File: config.mk
export PLATFORM = sky130hd
export DESIGN_NAME = power_peak_capture_flat
export DESIGN_NICKNAME = d
export VERILOG_FILES = /design/src/rtl/power_peak_capture_pkg.sv /design/src/rtl/power_peak_capture_if.sv /design/src/rtl/power_peak_capture_cw_block_averager.sv /design/src/rtl/power_peak_capture.sv /design/src/flat_wrapper.sv
export SDC_FILE = /design/constraint.sdc
export NUM_CORES = 1
export LEC_CHECK = 0
export BUFFER_PORTS_ARGS = -buffer_cell sky130_fd_sc_hd__buf_2
export CAP_MARGIN = 20
export CORE_ASPECT_RATIO = 1.2
export CORE_MARGIN = 2
export CORE_UTILIZATION = 45
export CTS_BUF_LIST = sky130_fd_sc_hd__clkbuf_8
export CTS_CLUSTER_SIZE = 24
export DETAILED_ROUTE_END_ITERATION = 12
export HOLD_SLACK_MARGIN = 0.15
export SLEW_MARGIN = 0
export SYNTH_ARGS = -nofsm -noshare
export SYNTH_HDL_FRONTEND = slang
export SYNTH_SLANG_ARGS = --single-unit
File: constraint.sdc
create_clock -name clk -period 4.15 [get_ports clk]
set_input_delay 0.6225 -clock clk [delete_from_list [all_inputs] [get_ports clk]]
set_output_delay 0.6225 -clock clk [all_outputs]
set_load 0.02 [all_outputs]
File: src/rtl/power_peak_capture_pkg.sv
// Shared types and constants for the laser power peak-capture stage.
package power_peak_capture_pkg;

  localparam int ADC_W = 16;

  typedef enum logic [1:0] {
    ST_IDLE    = 2'd0,
    ST_BLANK   = 2'd1,
    ST_CAPTURE = 2'd2,
    ST_HOLD    = 2'd3
  } state_t;

  function automatic logic [ADC_W-1:0] max_sample(input logic [ADC_W-1:0] a,
                                                  input logic [ADC_W-1:0] b);
    return (a > b) ? a : b;
  endfunction

endpackage

File: src/rtl/power_peak_capture_if.sv
// ADC stream / pulse gate inputs and peak/CW results of the peak-capture stage.
interface power_peak_capture_if;
  import power_peak_capture_pkg::*;

  logic             laser_pulse;
  logic             adc_data_valid;
  logic [ADC_W-1:0] adc_data_value;
  logic             clear_peak;
  logic [ADC_W-1:0] peak_power_value;
  logic [ADC_W-1:0] cw_power_value;
  logic [ADC_W-1:0] adc_data_old_value;
  logic             peak_valid;
  logic             window_timeout;

  modport master (
    output laser_pulse, adc_data_valid, adc_data_value, clear_peak,
    input  peak_power_value, cw_power_value, adc_data_old_value, peak_valid, window_timeout
  );

  modport slave (
    input  laser_pulse, adc_data_valid, adc_data_value, clear_peak,
    output peak_power_value, cw_power_value, adc_data_old_value, peak_valid, window_timeout
  );

endinterface

File: src/rtl/power_peak_capture_cw_block_averager.sv
// Block averager for between-pulse (CW) samples: sums 2**CW_AVG_LOG2 accepted
// samples and presents their truncated mean together with a one-cycle done flag.
// flush throws away a partially filled block.
module cw_block_averager
  import power_peak_capture_pkg::*;
#(
  parameter int CW_AVG_LOG2 = 4
) (
  input  logic             clk,
  input  logic             rstn,
  input  logic             sample_valid,
  input  logic [ADC_W-1:0] sample,
  input  logic             enable,
  input  logic             flush,
  output logic [ADC_W-1:0] avg,
  output logic             done
);

  localparam int ACC_W = ADC_W + CW_AVG_LOG2;
  localparam int CNT_W = (CW_AVG_LOG2 > 0) ? CW_AVG_LOG2 : 1;
  localparam logic [CNT_W-1:0] CNT_LAST = CNT_W'((1 << CW_AVG_LOG2) - 1);

  logic [ACC_W-1:0] acc;
  logic [ACC_W-1:0] acc_sum;
  logic [CNT_W-1:0] cnt;
  logic             take;

  assign take    = sample_valid & enable & ~flush;
  assign acc_sum = acc + ACC_W'(sample);
  assign done    = take && (cnt == CNT_LAST);
  assign avg     = ADC_W'(acc_sum >> CW_AVG_LOG2);

  // Accumulate accepted samples; restart on block completion or flush.
  always_ff @(posedge clk or negedge rstn) begin
    if (!rstn) begin
      acc <= '0;
      cnt <= '0;
    end else if (flush || done) begin
      acc <= '0;
      cnt <= '0;
    end else if (take) begin
      acc <= acc_sum;
      cnt <= cnt + 1'b1;
    end
  end

endmodule

File: src/rtl/power_peak_capture.sv
// Peak capture for the laser power-limit checker: tracks the max ADC sample in
// each pulse window (after a settling blank), publishes it when the window
// closes, and keeps a block-averaged CW level between pulses.
module power_peak_capture
  import power_peak_capture_pkg::*;
#(
  parameter int BLANK_CYCLES = 8,
  parameter int MAX_WINDOW   = 4096,
  parameter int CW_AVG_LOG2  = 4
) (
  input  logic                 clk,
  input  logic                 rstn,
  power_peak_capture_if.slave  bus
);

  localparam int BLK_W = (BLANK_CYCLES > 1) ? $clog2(BLANK_CYCLES) : 1;
  localparam int WIN_W = (MAX_WINDOW > 1) ? $clog2(MAX_WINDOW) : 1;
  localparam logic [BLK_W-1:0] BLANK_LAST = BLK_W'((BLANK_CYCLES > 0) ? BLANK_CYCLES - 1 : 0);
  localparam logic [WIN_W-1:0] WIN_LAST   = WIN_W'(MAX_WINDOW - 1);
  localparam state_t START_STATE = (BLANK_CYCLES == 0) ? ST_CAPTURE : ST_BLANK;

  state_t           state, state_next;
  logic             pulse_d1;
  logic             rise, fall;
  logic [BLK_W-1:0] blank_cnt, blank_cnt_next;
  logic [WIN_W-1:0] win_cnt, win_cnt_next;
  logic [ADC_W-1:0] peak_acc, peak_acc_next;
  logic [ADC_W-1:0] sample_max;
  logic             publish;
  logic [ADC_W-1:0] publish_value;
  logic             set_timeout;
  logic [ADC_W-1:0] peak_reg, old_reg, cw_reg, cw_avg;
  logic             timeout_reg;
  logic             cw_done, cw_enable;

  assign rise       = bus.laser_pulse & ~pulse_d1;
  assign fall       = ~bus.laser_pulse & pulse_d1;
  assign sample_max = bus.adc_data_valid ? max_sample(peak_acc, bus.adc_data_value) : peak_acc;
  assign cw_enable  = (state == ST_IDLE) & ~pulse_d1;

  // State, edge-detect register and window bookkeeping.
  always_ff @(posedge clk or negedge rstn) begin
    if (!rstn) begin
      state     <= ST_IDLE;
      pulse_d1  <= 1'b0;
      blank_cnt <= '0;
      win_cnt   <= '0;
      peak_acc  <= '0;
    end else begin
      state     <= state_next;
      pulse_d1  <= bus.laser_pulse;
      blank_cnt <= blank_cnt_next;
      win_cnt   <= win_cnt_next;
      peak_acc  <= peak_acc_next;
    end
  end

  // Next state, counter updates and window-close (publish) decisions.
  always_comb begin
    state_next     = state;
    blank_cnt_next = blank_cnt;
    win_cnt_next   = win_cnt;
    peak_acc_next  = peak_acc;
    publish        = 1'b0;
    publish_value  = '0;
    set_timeout    = 1'b0;
    case (state)
      ST_IDLE: begin
        if (rise) begin
          state_next     = START_STATE;
          blank_cnt_next = '0;
          win_cnt_next   = '0;
          peak_acc_next  = '0;
        end
      end
      ST_BLANK: begin
        if (fall) begin
          state_next    = ST_HOLD;
          publish       = 1'b1;
          publish_value = '0;
        end else if (blank_cnt == BLANK_LAST) begin
          state_next   = ST_CAPTURE;
          win_cnt_next = '0;
        end else begin
          blank_cnt_next = blank_cnt + 1'b1;
        end
      end
      ST_CAPTURE: begin
        peak_acc_next = sample_max;
        if (fall) begin
          state_next    = ST_HOLD;
          publish       = 1'b1;
          publish_value = sample_max;
        end else if (win_cnt == WIN_LAST) begin
          state_next    = ST_HOLD;
          publish       = 1'b1;
          publish_value = sample_max;
          set_timeout   = 1'b1;
        end else begin
          win_cnt_next = win_cnt + 1'b1;
        end
      end
      ST_HOLD: begin
        if (rise) begin
          state_next     = START_STATE;
          blank_cnt_next = '0;
          win_cnt_next   = '0;
          peak_acc_next  = '0;
        end else if (bus.clear_peak) begin
          state_next = ST_IDLE;
        end
      end
      default: state_next = ST_IDLE;
    endcase
  end

  // Published results: peak on window close, sticky timeout, sample delay, CW level.
  always_ff @(posedge clk or negedge rstn) begin
    if (!rstn) begin
      peak_reg    <= '0;
      timeout_reg <= 1'b0;
      old_reg     <= '0;
      cw_reg      <= '0;
    end else begin
      if (publish) peak_reg <= publish_value;
      if (set_timeout) timeout_reg <= 1'b1;
      else if (bus.clear_peak) timeout_reg <= 1'b0;
      if (bus.adc_data_valid) old_reg <= bus.adc_data_value;
      if (cw_done) cw_reg <= cw_avg;
    end
  end

  cw_block_averager #(
    .CW_AVG_LOG2 (CW_AVG_LOG2)
  ) u_cw_avg (
    .clk          (clk),
    .rstn         (rstn),
    .sample_valid (bus.adc_data_valid),
    .sample       (bus.adc_data_value),
    .enable       (cw_enable),
    .flush        (rise),
    .avg          (cw_avg),
    .done         (cw_done)
  );

  assign bus.peak_power_value   = peak_reg;
  assign bus.cw_power_value     = cw_reg;
  assign bus.adc_data_old_value = old_reg;
  assign bus.peak_valid         = (state == ST_HOLD);
  assign bus.window_timeout     = timeout_reg;

endmodule

File: src/flat_wrapper.sv
// flat-port wrapper written by rule: the top's interface ports become plain ports
module power_peak_capture_flat import power_peak_capture_pkg::*;
#(
  parameter int BLANK_CYCLES = 8,
  parameter int MAX_WINDOW   = 4096,
  parameter int CW_AVG_LOG2  = 4
)
  (clk, rstn, bus_laser_pulse, bus_adc_data_valid, bus_adc_data_value, bus_clear_peak, bus_peak_power_value, bus_cw_power_value, bus_adc_data_old_value, bus_peak_valid, bus_window_timeout);
  power_peak_capture_if bus_i ();
  input  logic clk;
  input  logic rstn;
  input wire logic [$bits(bus_i.laser_pulse)-1:0] bus_laser_pulse;
  input wire logic [$bits(bus_i.adc_data_valid)-1:0] bus_adc_data_valid;
  input wire logic [$bits(bus_i.adc_data_value)-1:0] bus_adc_data_value;
  input wire logic [$bits(bus_i.clear_peak)-1:0] bus_clear_peak;
  output wire logic [$bits(bus_i.peak_power_value)-1:0] bus_peak_power_value;
  output wire logic [$bits(bus_i.cw_power_value)-1:0] bus_cw_power_value;
  output wire logic [$bits(bus_i.adc_data_old_value)-1:0] bus_adc_data_old_value;
  output wire logic [$bits(bus_i.peak_valid)-1:0] bus_peak_valid;
  output wire logic [$bits(bus_i.window_timeout)-1:0] bus_window_timeout;
  assign bus_i.laser_pulse = bus_laser_pulse;
  assign bus_i.adc_data_valid = bus_adc_data_valid;
  assign bus_i.adc_data_value = bus_adc_data_value;
  assign bus_i.clear_peak = bus_clear_peak;
  assign bus_peak_power_value = bus_i.peak_power_value;
  assign bus_cw_power_value = bus_i.cw_power_value;
  assign bus_adc_data_old_value = bus_i.adc_data_old_value;
  assign bus_peak_valid = bus_i.peak_valid;
  assign bus_window_timeout = bus_i.window_timeout;
  power_peak_capture #(.BLANK_CYCLES(BLANK_CYCLES), .MAX_WINDOW(MAX_WINDOW), .CW_AVG_LOG2(CW_AVG_LOG2)) u_core (.clk(clk), .rstn(rstn), .bus(bus_i));
endmodule
==> PnR_summary.wiki, run 1 <==
{| class="wikitable"
! Metric !! Value
|-
| Result of the run || completed
|-
| Netlist area before placement || 0.00633 sq mm
|-
| Stage delay of the slowest cell on the critical path || 490 ps
|-
| Sw Pwr || 0.00125 W
|-
| Largest fanout of any net on the critical path || 7
|-
| Top-area cell type share of the netlist area || 42.3%
|-
| Launching element type of the critical path || input pin
|-
| Overall routing resource usage || 21.4%
|-
| CP Data Required Time || 4460 ps
|-
| Post-synthesis average cell area || 9.40 sq um
|-
| Share of the cycle needed by the critical path after routing || 71.1%
|-
| ANT cells || 0
|-
| Buffer type at the clock tree root || clkbuf_8
|-
| CTS tree || built
|-
| # rows || 47
|-
| Clock transition at path regs || 100 ps
|-
| Average wire length per cell after detail routing || 17.0 um
|-
| Power share of the clock group || 23.5%
|-
| Top-Level Pins || 71
|-
| Total power density per cell area || 471 mW/mm^2
|-
| Share of the core filled with cells in the final layout || 51.2%
|-
| Vias in the first global route || 5288
|-
| Initial antenna violation count || 0
|-
| Vias after detailed routing || 5213
|-
| Worst endpoint data arrival time || 3260 ps
|-
| Library cell with the largest summed area after synthesis || dfrtp_1
|-
| Pin count of the biggest net entering global routing || 65
|-
| Crit-path cells || buf_2 > ha_1 > inv_1 > fa_1 > nor2b_1 > o31ai_1 > a211oi_1 > o2111ai_1 > a2111o_1 > o211ai_1
|-
| Number of buffer and inverter stages on the critical path || 2
|-
| Number of enable flip-flop cells after synthesis || 0
|-
| Most instantiated flip-flop cell in the synthesis netlist || dfrtp_1
|-
| Number of gates resized after CTS || 0
|-
| Area post-placement || 0.00680 sq mm
|-
| Crit path capture type || register
|-
| Clock sinks || 107
|-
| Slew @ Worst Pin || 850 ps
|-
| Max-slew violation count || 0
|-
| Die extent in y || 134 um
|-
| Fraction of layout instances using a drive strength above 1 || 16.1%
|-
| Total wirelength of the detailed-routed design || 15500 um
|-
| Number of post-CTS setup repair buffers || 0
|-
| Gate count after technology mapping || 673
|-
| Clock buffer count from CTS || 9
|-
| Largest voltage drop on the vdd net || 0.000196 V
|-
| Starting density of the core || 46.0%
|-
| Final worst hold slack || 304 ps
|-
| Minimum setup slack after placement || 839 ps
|-
| DRC viols || 0
|-
| Final setup viols || 0
|-
| Final instance area || 0.00704 sq mm
|-
| Fin crit period || 2950 ps
|-
| Delay-heaviest family, CP || compound AO/OA/AOI/OAI gates
|-
| Maximum clock rate || 339 MHz
|-
| Yosys Warn Count || 0
|-
| Commonest non-fill, non-tap cells in the layout || 107 x dfrtp_1, 69 x buf_2, 62 x inv_1, 62 x nand2_1, 59 x nand3_1
|-
| Half-perimeter wire length after detailed placement || 11200 um
|-
| Nets@finish || 798
|-
| Max Root-Sink Buffers || 2
|-
| Total grt overflow || 0
|-
| Worst relative slew slack || 43.3%
|-
| Proportion of total power due to net switching || 37.6%
|-
| Register bit total from synthesis || 107
|-
| Clock network latency to the later pin of the worst-skew pair || 390 ps
|-
| Die area || 0.0150 sq mm
|-
| Power share of the combinational group || 37.1%
|-
| Unrepaired setup endpoints after global routing || false
|-
| Horizontal die dimension || 112 um
|-
| Synth top area cells || dfrtp_1 42%, ha_1 8.1%, nand3_1 4.7%
|-
| Internal cell power || 0.00207 W
|-
| Fin Clk Skew || 16.9 ps
|-
| First-iteration detailed-routing DRC count || 231
|-
| Routability congestion estimate from global placement || 0.851
|-
| Fraction of registers with async set or reset after synthesis || 100%
|-
| Post-CTS Hold Buffers || 0
|-
| Area growth syn-to-layout || 11.3%
|-
| DR pass1 iterations || 4
|-
| First-pass GRT wire length || 26000 um
|-
| Slowest library cell on the worst path || a211oi_1
|-
| Reported leakage power || 3.54 nW
|-
| Buffers on Ports || 70
|-
| Max_cap viols || 0
|-
| Category of the critical setup timing path || input pin to register
|-
| Fill cell count || 1302
|-
| Core box area || 0.0138 sq mm
|-
| Clock H-tree levels || 3
|-
| Portion of the post-synthesis area used by sequential elements || 42.3%
|-
| Ratio of routed vias to standard cells || 5.72
|-
| Post-Route Setup TNS || 0 ps
|-
| Number of unique standard cell types used by synthesis || 64
|-
| Synthesized Nets || 736
|-
| Type of the most critical hold path || input pin to asynchronous set/reset pin
|-
| Most frequent standard cell in the layout excluding fill and tap cells || dfrtp_1
|-
| Hold Fails Final Rpt || 0
|-
| Final ANT Viol Nets || 0
|-
| Final worst-path setup slack || 1200 ps
|-
| Part of the total power dissipated in sequential elements || 39.4%
|}
==> cells by family after synthesis <==
group | share of synthesized area, %
DFF | 42.3
and+or+nand+nor | 16.2
adders and majority gates | 8.58
AOI/OAI and AO/OA | 18.2
buffers and inverters | 6.37
muxes | 5.14
xor gates and xnor gates | 3.18
==> cell usage after synthesis, drive strengths merged (3+ instances only) <==
library cell and number:
a21o 6, a21oi 23, and3 6, nand2 62
mux2 28, xnor2 13, ha 41, nand4 10
o21a 6, a211oi 9, o31ai 3, o21bai 3
a31oi 3, o211ai 3, nor3 9, clkbuf 14
dfrtp 107, nor2b 4, nand2b 3, and2 4
inv 62, a22oi 17, xor2 10, a22o 17
or3 5, o22ai 16, a211o 3, nand3 59
o21ai 43, buf 14, nor2 45
==> layer usage <==
layer	GRT usage [%]	wire length (um)	vias up
met4	7.66	281	0
li1	-	-	2527
met2	35.6	7610	127
met5	0	0	-
met1	28.3	6960	2541
met3	3.34	630	18
==> state kept, by name, summed over array words and instances (netlist names) <==
name                           count
u_core.bus.window_timeout          1
u_core.win_cnt                    12
u_core.pulse_d1                    1
u_core.bus.adc_data_old_value     16
u_core.peak_acc                   16
u_core.bus.cw_power_value         16
u_core.u_cw_avg.acc               20
u_core.blank_cnt                   3
u_core.u_cw_avg.cnt                4
u_core.state                       2
u_core.bus.peak_power_value       16
==> through the flow <==
stage / std cells / total power [W]
global route: 911 / 0.00354
finish: 911 / 0.00331
global placement: 895 / 0.00251
floorplan: 673 / 0.00222
CTS: 911 / 0.00334
detailed placement: 895 / 0.00255
==> worst register-to-register path, cell delays in order, from the launching register on <==
cell       delay (ps)
dfrtp_1           370
ha_1              200
inv_1              60
fa_1              400
nor2b_1           210
o31ai_1           110
a211oi_1          490
o2111ai_1         430
a2111o_1          480
o211ai_1          100
==> power groups by stage <==
stage	Sequential (W)	Combinational [W]	Clock, W
after floorplan	0.00136	0.000859	0
after global placement	0.00132	0.00119	0
after detailed placement	0.00133	0.00122	0
after CTS	0.00131	0.00123	0.000802
after global routing	0.00133	0.00137	0.000836
final	0.00131	0.00123	0.000778
==> layout make-up <==
type	count	area [sq um]	share of cell area, %
clock buffer	13	179	2.54
clock inverter	3	67.6	0.959
inverter	62	233	3.30
multi-input combinational	476	3250	46.2
sequential	107	2680	38.0
tap	171	214	3.04
timing repair buffer	79	420	5.97
==> final timing paths <==
kind / start / endpoint / slack [ps] / cells after the start
worst min register to register: u_core.bus.cw_power_value[4] / u_core.bus.cw_power_value[4] / 490 / 2
max in group asynchronous: rstn / u_core.u_cw_avg.acc[2] / 3000 / 2
worst max-delay path: bus_adc_data_value[0] / u_core.u_cw_avg.acc[18] / 1200 / 10
min in group clk: bus_laser_pulse / u_core.pulse_d1 / 410 / 1
worst min-delay path: rstn / u_core.win_cnt[5] / 300 / 1
worst max register to register: u_core.u_cw_avg.acc[0] / u_core.u_cw_avg.acc[18] / 1220 / 9
Power figures use the tool's default switching activity.
==> inputs of run 2 (changes only) <==
- ABC_AREA: unset -> 1
- clock period: 4.15 -> 2.93 ns (I/O delays scaled with it)
==> PnR_summary.wiki, run 2 <==
{| class="wikitable"
! Metric !! Value
|-
| Average wire length per cell after detail routing || 14.2 um (-17%)
|-
| Number of unique standard cell types used by synthesis || 41 (-36%)
|-
| Fraction of layout instances using a drive strength above 1 || 13.3% (-2.7 points)
|-
| Area of the multi-input gates || 0.00307 sq mm (-5.6%)
|-
| Synth top area cells || dfrtp_1 43%, nand2_1 16%, ha_1 8.3%
|-
| Launching element type of the critical path || register
|-
| Die area || 0.0147 sq mm (-2.4%)
|-
| Total grt overflow || 0 (unchanged)
|-
| Minimum setup slack after placement || 519 ps (-321 ps)
|-
| Synthesized Nets || 857 (+16%)
|-
| Post-synthesis average cell area || 7.77 sq um (-17%)
|-
| Most instantiated cells after synthesis || 260 x nand2_1, 107 x dfrtp_1, 90 x nand3_1
|-
| Crit path capture type || register
|-
| Most frequent standard cell in the layout excluding fill and tap cells || nand2_1
|-
| Buffer type at the clock tree root || clkbuf_8
|-
| Reported leakage power || 3.83 nW (+8.2%)
|-
| Total wirelength of the detailed-routed design || 14700 um (-5.0%)
|-
| Number of enable flip-flop cells after synthesis || 0 (unchanged)
|-
| Largest fanout of any net on the critical path || 14 (+7)
|-
| Worst endpoint data arrival time || 2640 ps (-620 ps)
|-
| Max FFs per register || 20 (unchanged)
|-
| Delay-heaviest family, CP || simple AND/OR/NAND/NOR gates
|-
| FF+latch area || 0.00268 sq mm (unchanged)
|-
| Clock network latency to the later pin of the worst-skew pair || 390 ps (about the same)
|-
| Pin count of the biggest net entering global routing || 50 (-23%)
|-
| Ratio of routed vias to standard cells || 5.17 (-9.7%)
|-
| Number of post-CTS setup repair buffers || 0 (unchanged)
|-
| Clock buffer count from CTS || 9 (unchanged)
|-
| CTS tree || built
|-
| Clock sinks || 107 (unchanged)
|-
| Top-area cell type share of the netlist area || 43.4% (+1.1 points)
|-
| Top-Level Pins || 71 (unchanged)
|-
| Library cell with the largest summed area after synthesis || dfrtp_1
|-
| Most repeated cell in the gate-level netlist after synthesis || nand2_1
|-
| Vias in the first global route || 5145 (-2.7%)
|-
| Starting density of the core || 46.4% (+0.41 points)
|-
| First-pass GRT wire length || 24800 um (-4.7%)
|-
| Fin crit period || 2360 ps
|-
| DR pass1 iterations || 7 (+3)
|-
| Stage delay of the slowest cell on the critical path || 500 ps (about the same)
|-
| First-iteration detailed-routing DRC count || 341 (+48%)
|-
| Share of the cycle needed by the critical path after routing || 80.5%
|-
| Final setup viols || 0 (unchanged)
|-
| Fill cell count || 1275 (-2.1%)
|-
| Number of buffer and inverter stages on the critical path || 3 (+1)
|-
| Max-slew violation count || 0 (unchanged)
|-
| # rows || 46 (-2.1%)
|-
| Result of the run || completed
|-
| Total power density per cell area || 728 mW/mm^2 (+55%)
|-
| Core box area || 0.0133 sq mm (-3.4%)
|-
| DRC viols || 0 (unchanged)
|-
| Fraction of registers with async set or reset after synthesis || 100% (unchanged)
|-
| Post-Route Setup TNS || 0 ps (unchanged)
|-
| Hold Fails Final Rpt || 0 (unchanged)
|-
| Netlist area before placement || 0.00617 sq mm (-2.5%)
|-
| Max_cap viols || 0 (unchanged)
|-
| Register bit total from synthesis || 107 (unchanged)
|-
| Final ANT Viol Nets || 0 (unchanged)
|-
| Gate count after technology mapping || 794 (+18%)
|-
| Overall routing resource usage || 20.5% (-0.85 points)
|-
| Initial antenna violation count || 0 (unchanged)
|-
| Slew @ Worst Pin || 746 ps (-103 ps)
|-
| Nets@finish || 927 (+16%)
|-
| Fin Clk Skew || 12.5 ps (-4.42 ps)
|-
| Clock transition at path regs || 100 ps (about the same)
|-
| Portion of the post-synthesis area used by sequential elements || 43.4% (+1.1 points)
|-
| Register with the most flip-flops || u_core.u_cw_avg.acc
|-
| CP Data Required Time || 3210 ps (-1250 ps)
|-
| Unrepaired setup endpoints after global routing || false
|-
| Max Root-Sink Buffers || 2 (unchanged)
|-
| Post-CTS Hold Buffers || 1 (+1)
|-
| Area growth syn-to-layout || 12.2%
|-
| Half-perimeter wire length after detailed placement || 10900 um (-2.8%)
|-
| Horizontal die dimension || 111 um (-1.2%)
|-
| Yosys Warn Count || 0 (unchanged)
|-
| Type of the most critical hold path || input pin to register
|-
| Vias after detailed routing || 5358 (+2.8%)
|-
| Slowest library cell on the worst path || nor2_2
|-
| Maximum clock rate || 424 MHz
|-
| Commonest non-fill, non-tap cells in the layout || 260 x nand2_1, 107 x dfrtp_1, 90 x nand3_1, 81 x inv_1, 69 x buf_2
|-
| Largest voltage drop on the vdd net || 0.000351 V (+79%)
|-
| Most instantiated flip-flop cell in the synthesis netlist || dfrtp_1
|-
| Routability congestion estimate from global placement || 0.892 (+4.8%)
|-
| Category of the critical setup timing path || register to register
|-
| Buffers on Ports || 70 (unchanged)
|-
| Die extent in y || 132 um (-1.2%)
|-
| Crit-path cells || inv_1 > ha_1 > inv_1 > nand2_1 > nand3_1 > nor2_2 > inv_1 > nand2_1 > nand2_1
|-
| Number of gates resized after CTS || 0 (unchanged)
|-
| Worst relative slew slack || 50.2% (+6.9 points)
|-
| ANT cells || 0 (unchanged)
|-
| Clock H-tree levels || 3 (unchanged)
|-
| Final worst-path setup slack || 573 ps (-627 ps)
|}
-- run 2: layout make-up --
cell class | instances | area share (%)
clock buffers | 10 | 1.99
clock inverters | 6 | 1.28
inverters | 82 | 4.45
multi-input cells | 586 | 44.4
flip-flops and latches | 107 | 38.7
well taps | 168 | 3.04
repair buffers | 78 | 6.18
-- run 2: layer usage --
metal  track usage, %  vias to the layer above  routed length (um)
li1                 -                     2708                   -
met1             27.4                     2504                6730
met2             34.1                      125                7100
met3             3.45                       21                 650
met4             6.74                        0                 237
met5                0                        -                   0
-- run 2: worst paths after layout --
check | startpoint | endpoint | slack (ps) | cells past startpoint
max in group asynchronous | rstn | u_core.peak_acc[14] | 1640 | 3
worst max-delay path | u_core.state[1] | u_core.win_cnt[3] | 570 | 9
worst max register to register | u_core.state[1] | u_core.win_cnt[3] | 570 | 9
worst min-delay path | bus_laser_pulse | u_core.pulse_d1 | 190 | 1
worst min register to register | u_core.bus.peak_power_value[12] | u_core.bus.peak_power_value[12] | 480 | 2
min in group asynchronous | rstn | u_core.bus.peak_power_value[1] | 590 | 2
-- run 2: logic make-up after synthesis --
| group | share of synthesized area, % |
|---|---|
| AOI/OAI and AO/OA | 7.99 |
| adders and majority gates | 8.64 |
| DFF | 43.4 |
| and+or+nand+nor | 30.9 |
| buffers and inverters | 6.80 |
| xor gates and xnor gates | 2.27 |
-- run 2: where the power goes --
part	internal [W]	switching [W]
clock	0.000505	0.000537
sequential	0.00173	0.000166
combinational	0.000682	0.00142
-- run 2: per-stage QoR --
step                      instance area (sq um)  utilization (%)  cells  hold WS (ps)  total power (W)
after global routing                       6920             52.1   1037           172          0.00543
after floorplan                            6170                -    794           144          0.00346
after detailed placement                   6680             50.3   1020           460          0.00402
after CTS                                  6920             52.1   1037           163          0.00508
final                                      6920             52.1   1037           186          0.00504
after global placement                     6680             50.3   1020           459          0.00397
